## config.mk

```make
export PLATFORM = sky130hd
export DESIGN_NAME = vga_text_terminal_writer_flat
export DESIGN_NICKNAME = d
export VERILOG_FILES = /design/src/rtl/vga_text_terminal_writer_if.sv /design/src/rtl/vga_text_terminal_writer.sv /design/src/flat_wrapper.sv
export SDC_FILE = /design/constraint.sdc
export NUM_CORES = 1
export LEC_CHECK = 0
export ABC_CLOCK_PERIOD_IN_PS = 2400
export BUFFER_PORTS_ARGS = -buffer_cell sky130_fd_sc_hd__buf_2
export CORE_UTILIZATION = 51
export DETAILED_ROUTE_END_ITERATION = 16
export PLACE_DENSITY = 0.78
export SYNTH_ARGS = -nofsm -noshare
export SYNTH_HDL_FRONTEND = slang
export SYNTH_SLANG_ARGS = --single-unit
export TNS_END_PERCENT = 100
```

## constraint.sdc

```tcl
create_clock -name CLK -period 2.4 [get_ports CLK]
set_input_delay 0.36 -clock CLK [delete_from_list [all_inputs] [get_ports CLK]]
set_output_delay 0.36 -clock CLK [all_outputs]
set_load 0.02 [all_outputs]
```

## src/rtl/vga_text_terminal_writer_if.sv

```systemverilog
// rtl/vga_text_terminal_writer_if.sv - character stream and Avalon-MM bus bundle for the text terminal writer
interface vga_text_terminal_writer_if;
    logic        CHAR_VALID;
    logic [7:0]  CHAR_DATA;
    logic        CHAR_INV;
    logic        CHAR_READY;
    logic [9:0]  AVL_M_ADDR;
    logic        AVL_M_WRITE;
    logic        AVL_M_READ;
    logic [3:0]  AVL_M_BYTE_EN;
    logic [31:0] AVL_M_WRITEDATA;
    logic [31:0] AVL_M_READDATA;
    logic [6:0]  CURSOR_COL;
    logic [4:0]  CURSOR_ROW;
    logic        BUSY;

    // The writer side: consumes characters, masters the VRAM bus.
    modport master (
        input  CHAR_VALID, CHAR_DATA, CHAR_INV, AVL_M_READDATA,
        output CHAR_READY, AVL_M_ADDR, AVL_M_WRITE, AVL_M_READ, AVL_M_BYTE_EN,
               AVL_M_WRITEDATA, CURSOR_COL, CURSOR_ROW, BUSY
    );

    // The environment side: character source plus VRAM slave.
    modport slave (
        output CHAR_VALID, CHAR_DATA, CHAR_INV, AVL_M_READDATA,
        input  CHAR_READY, AVL_M_ADDR, AVL_M_WRITE, AVL_M_READ, AVL_M_BYTE_EN,
               AVL_M_WRITEDATA, CURSOR_COL, CURSOR_ROW, BUSY
    );
endinterface

```

## src/rtl/vga_text_terminal_writer.sv

```systemverilog
// rtl/vga_text_terminal_writer.sv - character stream to VGA text VRAM writer with cursor, scroll and clear
module vga_text_terminal_writer #(
    parameter int COLS = 80,
    parameter int ROWS = 30
) (
    input  logic                          CLK,
    input  logic                          RESET,
    vga_text_terminal_writer_if.master    bus
);

    localparam int W         = COLS / 4;
    localparam int WORDS     = COLS * ROWS / 4;
    localparam int SCR_WORDS = (ROWS - 1) * W;

    localparam logic [11:0] COLS_12     = 12'(COLS);
    localparam logic [6:0]  COL_LAST    = 7'(COLS - 1);
    localparam logic [4:0]  ROW_LAST    = 5'(ROWS - 1);
    localparam logic [9:0]  W_10        = 10'(W);
    localparam logic [9:0]  SCR_LAST    = 10'(SCR_WORDS - 1);
    localparam logic [9:0]  CLR_SCR_BEG = 10'(SCR_WORDS);
    localparam logic [9:0]  WORD_LAST   = 10'(WORDS - 1);

    localparam logic [7:0] CH_BS = 8'h08;
    localparam logic [7:0] CH_LF = 8'h0A;
    localparam logic [7:0] CH_FF = 8'h0C;
    localparam logic [7:0] CH_CR = 8'h0D;

    typedef enum logic [2:0] {
        IDLE    = 3'd0,
        PUT     = 3'd1,
        SCR_RD  = 3'd2,
        SCR_CAP = 3'd3,
        SCR_WR  = 3'd4,
        CLR     = 3'd5
    } state_t;

    state_t      state;
    logic [7:0]  char_q;
    logic [6:0]  col;
    logic [4:0]  row;
    logic        char_ready;
    logic [9:0]  avl_addr;
    logic        avl_write;
    logic        avl_read;
    logic [3:0]  avl_be;
    logic [31:0] avl_wdata;
    logic        busy;
    logic [9:0]  scr_idx;

    logic [11:0] idx;
    logic        in_printable;
    logic        q_printable;
    logic        put_adv;

    // Cell index of the cursor, printable classification and row-advance decision for PUT.
    always_comb begin
        idx          = row * COLS_12 + 12'(col);
        in_printable = !(bus.CHAR_DATA == CH_BS || bus.CHAR_DATA == CH_LF ||
                         bus.CHAR_DATA == CH_FF || bus.CHAR_DATA == CH_CR);
        q_printable  = !(char_q == CH_BS || char_q == CH_LF ||
                         char_q == CH_FF || char_q == CH_CR);
        put_adv      = (char_q == CH_LF) || (q_printable && col == COL_LAST);
    end

    // Main control FSM; every bus output and the cursor are registered here.
    always_ff @(posedge CLK or posedge RESET) begin
        if (RESET) begin
            state      <= IDLE;
            char_q     <= 8'h00;
            col        <= 7'd0;
            row        <= 5'd0;
            char_ready <= 1'b0;
            avl_addr   <= 10'd0;
            avl_write  <= 1'b0;
            avl_read   <= 1'b0;
            avl_be     <= 4'd0;
            avl_wdata  <= 32'd0;
            busy       <= 1'b0;
            scr_idx    <= 10'd0;
        end else begin
            case (state)
                IDLE: begin
                    if (!char_ready) begin
                        char_ready <= 1'b1;
                    end else if (bus.CHAR_VALID) begin
                        char_ready <= 1'b0;
                        char_q     <= bus.CHAR_DATA;
                        state      <= PUT;
                        if (in_printable) begin
                            avl_addr  <= idx[11:2];
                            avl_be    <= 4'b0001 << idx[1:0];
                            avl_wdata <= {4{bus.CHAR_INV, bus.CHAR_DATA[6:0]}};
                            avl_write <= 1'b1;
                        end
                    end
                end
                PUT: begin
                    avl_write <= 1'b0;
                    if (char_q == CH_FF) begin
                        state     <= CLR;
                        busy      <= 1'b1;
                        avl_addr  <= 10'd0;
                        avl_be    <= 4'hF;
                        avl_wdata <= 32'd0;
                        avl_write <= 1'b1;
                    end else begin
                        if (char_q == CH_CR || put_adv) begin
                            col <= 7'd0;
                        end else if (char_q == CH_BS) begin
                            if (col != 7'd0) begin
                                col <= col - 7'd1;
                            end
                        end else begin
                            col <= col + 7'd1;
                        end
                        if (put_adv && row == ROW_LAST) begin
                            state    <= SCR_RD;
                            busy     <= 1'b1;
                            scr_idx  <= 10'd0;
                            avl_addr <= W_10;
                            avl_read <= 1'b1;
                        end else begin
                            if (put_adv) begin
                                row <= row + 5'd1;
                            end
                            state      <= IDLE;
                            char_ready <= 1'b1;
                        end
                    end
                end
                SCR_RD: begin
                    avl_read <= 1'b0;
                    state    <= SCR_CAP;
                end
                SCR_CAP: begin
                    avl_wdata <= bus.AVL_M_READDATA;
                    avl_addr  <= scr_idx;
                    avl_be    <= 4'hF;
                    avl_write <= 1'b1;
                    state     <= SCR_WR;
                end
                SCR_WR: begin
                    if (scr_idx == SCR_LAST) begin
                        state     <= CLR;
                        avl_addr  <= CLR_SCR_BEG;
                        avl_wdata <= 32'd0;
                    end else begin
                        avl_write <= 1'b0;
                        avl_read  <= 1'b1;
                        avl_addr  <= scr_idx + W_10 + 10'd1;
                        scr_idx   <= scr_idx + 10'd1;
                        state     <= SCR_RD;
                    end
                end
                CLR: begin
                    if (avl_addr == WORD_LAST) begin
                        avl_write  <= 1'b0;
                        busy       <= 1'b0;
                        char_ready <= 1'b1;
                        state      <= IDLE;
                        if (char_q == CH_FF) begin
                            col <= 7'd0;
                            row <= 5'd0;
                        end
                    end else begin
                        avl_addr <= avl_addr + 10'd1;
                    end
                end
                default: begin
                    state     <= IDLE;
                    avl_write <= 1'b0;
                    avl_read  <= 1'b0;
                    busy      <= 1'b0;
                end
            endcase
        end
    end

    assign bus.CHAR_READY      = char_ready;
    assign bus.AVL_M_ADDR      = avl_addr;
    assign bus.AVL_M_WRITE     = avl_write;
    assign bus.AVL_M_READ      = avl_read;
    assign bus.AVL_M_BYTE_EN   = avl_be;
    assign bus.AVL_M_WRITEDATA = avl_wdata;
    assign bus.CURSOR_COL      = col;
    assign bus.CURSOR_ROW      = row;
    assign bus.BUSY            = busy;

endmodule

```

## src/flat_wrapper.sv

```systemverilog
// flat-port wrapper written by rule: the top's interface ports become plain ports
module vga_text_terminal_writer_flat 
#(
    parameter int COLS = 80,
    parameter int ROWS = 30
)
  (CLK, RESET, bus_CHAR_VALID, bus_CHAR_DATA, bus_CHAR_INV, bus_AVL_M_READDATA, bus_CHAR_READY, bus_AVL_M_ADDR, bus_AVL_M_WRITE, bus_AVL_M_READ, bus_AVL_M_BYTE_EN, bus_AVL_M_WRITEDATA, bus_CURSOR_COL, bus_CURSOR_ROW, bus_BUSY);
  vga_text_terminal_writer_if bus_i ();
  input  logic CLK;
  input  logic RESET;
  input wire logic [$bits(bus_i.CHAR_VALID)-1:0] bus_CHAR_VALID;
  input wire logic [$bits(bus_i.CHAR_DATA)-1:0] bus_CHAR_DATA;
  input wire logic [$bits(bus_i.CHAR_INV)-1:0] bus_CHAR_INV;
  input wire logic [$bits(bus_i.AVL_M_READDATA)-1:0] bus_AVL_M_READDATA;
  output wire logic [$bits(bus_i.CHAR_READY)-1:0] bus_CHAR_READY;
  output wire logic [$bits(bus_i.AVL_M_ADDR)-1:0] bus_AVL_M_ADDR;
  output wire logic [$bits(bus_i.AVL_M_WRITE)-1:0] bus_AVL_M_WRITE;
  output wire logic [$bits(bus_i.AVL_M_READ)-1:0] bus_AVL_M_READ;
  output wire logic [$bits(bus_i.AVL_M_BYTE_EN)-1:0] bus_AVL_M_BYTE_EN;
  output wire logic [$bits(bus_i.AVL_M_WRITEDATA)-1:0] bus_AVL_M_WRITEDATA;
  output wire logic [$bits(bus_i.CURSOR_COL)-1:0] bus_CURSOR_COL;
  output wire logic [$bits(bus_i.CURSOR_ROW)-1:0] bus_CURSOR_ROW;
  output wire logic [$bits(bus_i.BUSY)-1:0] bus_BUSY;
  assign bus_i.CHAR_VALID = bus_CHAR_VALID;
  assign bus_i.CHAR_DATA = bus_CHAR_DATA;
  assign bus_i.CHAR_INV = bus_CHAR_INV;
  assign bus_i.AVL_M_READDATA = bus_AVL_M_READDATA;
  assign bus_CHAR_READY = bus_i.CHAR_READY;
  assign bus_AVL_M_ADDR = bus_i.AVL_M_ADDR;
  assign bus_AVL_M_WRITE = bus_i.AVL_M_WRITE;
  assign bus_AVL_M_READ = bus_i.AVL_M_READ;
  assign bus_AVL_M_BYTE_EN = bus_i.AVL_M_BYTE_EN;
  assign bus_AVL_M_WRITEDATA = bus_i.AVL_M_WRITEDATA;
  assign bus_CURSOR_COL = bus_i.CURSOR_COL;
  assign bus_CURSOR_ROW = bus_i.CURSOR_ROW;
  assign bus_BUSY = bus_i.BUSY;
  vga_text_terminal_writer #(.COLS(COLS), .ROWS(ROWS)) u_core (.CLK(CLK), .RESET(RESET), .bus(bus_i));
endmodule
```

==> results by group <==
Status
  – Outcome: finished clean

Yosys
  – Sequential fraction of the synthesis area: 0.389
  – Synth async-reset ratio: 1.00
  – Cell types occupying the most area after synthesis: dfrtp_1 39%, mux2_4 8.4%, a22o_1 5.6%, ha_1 4.2%, xnor2_1 3.1%
  – Top-area cell type share of the netlist area: 0.389
  – Gate Count Post-Synth: 511
  – Post-synth top flop: dfrtp_1
  – YS warnings: 0
  – Synth area leader: dfrtp_1
  – Unique masters post-synth: 74
  – Synth Cell Area: 5340 um2
  – Mapped Nets: 576
  – Number of synthesized flops with an enable pin: 0
  – Flops & latches, synth: a little over 80
  – Synthesized area per cell: 10.5 um2

Pwr
  – Switching share of power: 0.426
  – Static Leakage: 3.15 nW
  – Worst VDD drop: 0.645 mV
  – Power share of the clock group: 0.125
  – Switch Pwr: 3.66 mW
  – Power Internal: 4.94 mW
  – PwrDens: 1290 nW/um2
  – Reg power frac: 0.282
  – Combinational share of power: 0.592

Worst setup path
  – Arr. time, crit path: 2.64 ns
  – WS Path Type: reg2reg
  – CP required: 2.65 ns
  – Element type at the critical path end: flip-flop
  – CP Max Fanout: 4
  – Startpoint types: flip-flop

Finish
  – # fillers: about 810
  – Register area: just over 2000 um2
  – Share of cells above drive strength 1: 0.376
  – Footprint of the multi-input gates: 3160 um2
  – Antenna diodes: 0
  – Area growth from synthesis to layout: 25.2%
  – Layout net count: 723

Drt
  – Total number of vias: approximately 4700
  – DR pass1 iterations: 5
  – Final WL: 14900 um
  – Antenna violation net count after detailed routing: 0
  – Routed len/inst: 18.7 um
  – DRC: 0
  – DR iter-0 viols: ~450
  – Vias per cell: around 6

Clock network
  – Total CTS buffers: 9
  – Hold_buf cts: 0
  – Clock transition at the registers of the reported paths: 0.10 ns
  – Clk sink count: 83
  – CTS tree: yes
  – Worst-Skew Late Latency: 0.36 ns
  – Htree depth: 3
  – Clock Path Buffers: 2
  – Clock Tree Root: clkbuf_8

Global route
  – Met1 Usage GRT: 0.397
  – Vias in the first global route: 4507
  – Largest net degree at the start of global routing: 46
  – Grt total ovfl: 0
  – First-pass GRT wire length: 24100 um
  – Gr busiest metal: met2
  – Total GRT Usage: 0.279
  – Grt met2 use: 0.426
  – Met3 usage: 0.0526
  – Initial antenna violation count: 0

Timing
  – Clock Skew: 0.0117 ns
  – Max_slew headroom: 0.511
  – RSZ-0062 raised after global routing: yes
  – Final hold violation count: 0
  – Fin Hold WS: 0.00472 ns
  – Max Freq: ~420 MHz
  – Minimum clock period after layout: 2.38 ns
  – Final period util: 0.994
  – Number of setup violations in the final report: 0
  – Worst Setup Slack, final: 0.0155 ns
  – Worst Max-Slew Pin Slew: 0.726 ns
  – Max Transition Viols Final: 0

Die
  – FP Rows: 36
  – Starting Density: 0.537
  – Die Height: 104 um
  – Die width: 104 um
  – Core footprint: ~10000 um2
  – DIE AREA: 10900 um2
  – Ports: 106

Placement
  – Routability cong.: 0.972
  – Port-buffer cells: 105
  – DP Wirelength: 11000 um
  – Pre-CTS WS: -0.0963 ns

Job
  – Max cap viols: 0

Hold path
  – Type of the most critical hold path: in2async
-- metrics by stage --
| stage | total power, mW | TNS, ns | area [um2] | utilization | instances |
|---|---|---|---|---|---|
| global route | 9.10 | -0.0443 | 6690 | 0.672 | 796 |
| finish | 8.60 | 0 | 6690 | 0.672 | 796 |
| CTS | 8.51 | 0 | 6630 | 0.666 | 794 |
| global placement | 7.24 | -0.0359 | 6380 | 0.641 | 778 |
| detailed placement | 7.36 | -0.229 | 6380 | 0.641 | 778 |
| floorplan | 5.81 | -0.0600 | 5350 | - | 511 |
-- cells by family after synthesis --
family | count (synthesis) | synth area share
mux | 59 | 0.144
flops | 83 | 0.389
fa+ha+maj | 21 | 0.0534
simple gates | 139 | 0.144
buf+inv | 45 | 0.0372
xor+xnor | 33 | 0.0541
compound gates | 131 | 0.178
-- power by group through the flow --
stage / logic [mW] / clock network (mW) / registers [mW]
after floorplan: 2.86 / 0 / 2.96
after global placement: 4.86 / 0 / 2.38
after detailed placement: 4.94 / 0 / 2.42
after CTS: 5.02 / 1.09 / 2.40
after global routing: 5.44 / 1.16 / 2.49
final: 5.09 / 1.08 / 2.43
-- timing repair --
action | 4_1_cts | 5_1_grt
gates resized for setup | 6 | 13
setup endpoints to repair | 5 | 16
pin swaps | 3 | 4
setup buffers | 0 | 2
-- layout make-up --
cell class	instances	share of cell area
inverter	20	0.0118
multi-input combinational	383	0.472
sequential	83	0.311
clock inverter	7	0.0125
timing repair buffer	161	0.149
tap	133	0.0249
clock buffer	9	0.0185
-- metal layers --
metal  up-vias  share of wire
met5         -              0
met4         0          0.020
met3        27          0.069
met2       205           0.46
met1      2330           0.45
li1       2185              -
-- worst paths after layout --
path                                        startpoint                           to  slack (ns)  depth (start not counted)
setup / recovery              u_core.bus.CURSOR_ROW[0]     u_core.bus.AVL_M_ADDR[6]        0.02                          8
hold / removal                                   RESET            u_core.scr_idx[2]       0.005                          2
setup reg to reg              u_core.bus.CURSOR_ROW[0]     u_core.bus.AVL_M_ADDR[6]        0.02                          8
hold reg to reg            u_core.bus.AVL_M_BYTE_EN[0]  u_core.bus.AVL_M_BYTE_EN[0]        0.50                          1
max in group asynchronous                        RESET     u_core.bus.CURSOR_ROW[3]        1.75                          3
min in group CLK                      bus_CHAR_DATA[7]             u_core.char_q[7]        0.26                          2
-- cell usage in the layout (no fill, tap or decap), drive strengths merged, types with 18 or more instances in the layout --
| master | count |
|---|---|
| buf | 161 |
| nand2 | 25 |
| a21oi | 20 |
| mux2 | 52 |
| dfrtp | 83 |
| nor2 | 35 |
| ha | 18 |
| a22o | 34 |
| o21ai | 31 |
| nand3 | 21 |
| inv | 22 |
| xnor2 | 19 |
-- synthesized netlist by cell type, types with 4 or more instances --
master	count
mux2i_1	7
a22o_1	34
mux2_2	9
clkbuf_1	15
buf_2	6
nand4_1	7
a211oi_1	4
a21o_1	4
o22ai_1	6
and3_1	5
nand2b_1	5
mux2_1	13
nor2_1	34
ha_1	18
dfrtp_1	83
a21oi_1	18
inv_1	19
o21ai_0	19
nor2b_1	9
nand3_1	21
xor2_1	14
xnor2_1	19
nor3_1	6
o21ai_1	11
mux2_4	30
nand2_1	24
-- sequential cells by signal (all words and copies together) (netlist names) --
signal	cells
u_core.bus.AVL_M_ADDR	10
u_core.bus.BUSY	1
u_core.state	3
u_core.char_q	8
u_core.bus.AVL_M_WRITE	1
u_core.bus.CURSOR_ROW	5
u_core.scr_idx	10
u_core.bus.AVL_M_WRITEDATA	32
u_core.bus.AVL_M_READ	1
u_core.bus.AVL_M_BYTE_EN	4
u_core.bus.CURSOR_COL	7
u_core.bus.CHAR_READY	1
-- critical path, stage by stage, from the launching register on --
cell	delay, ns
dfrtp_1	0.43
ha_1	0.25
ha_4	0.17
inv_2	0.05
fa_2	0.45
xor2_2	0.16
a222oi_1	0.31
o221ai_1	0.17
mux2_4	0.29
(Power assumes the default switching activity.)
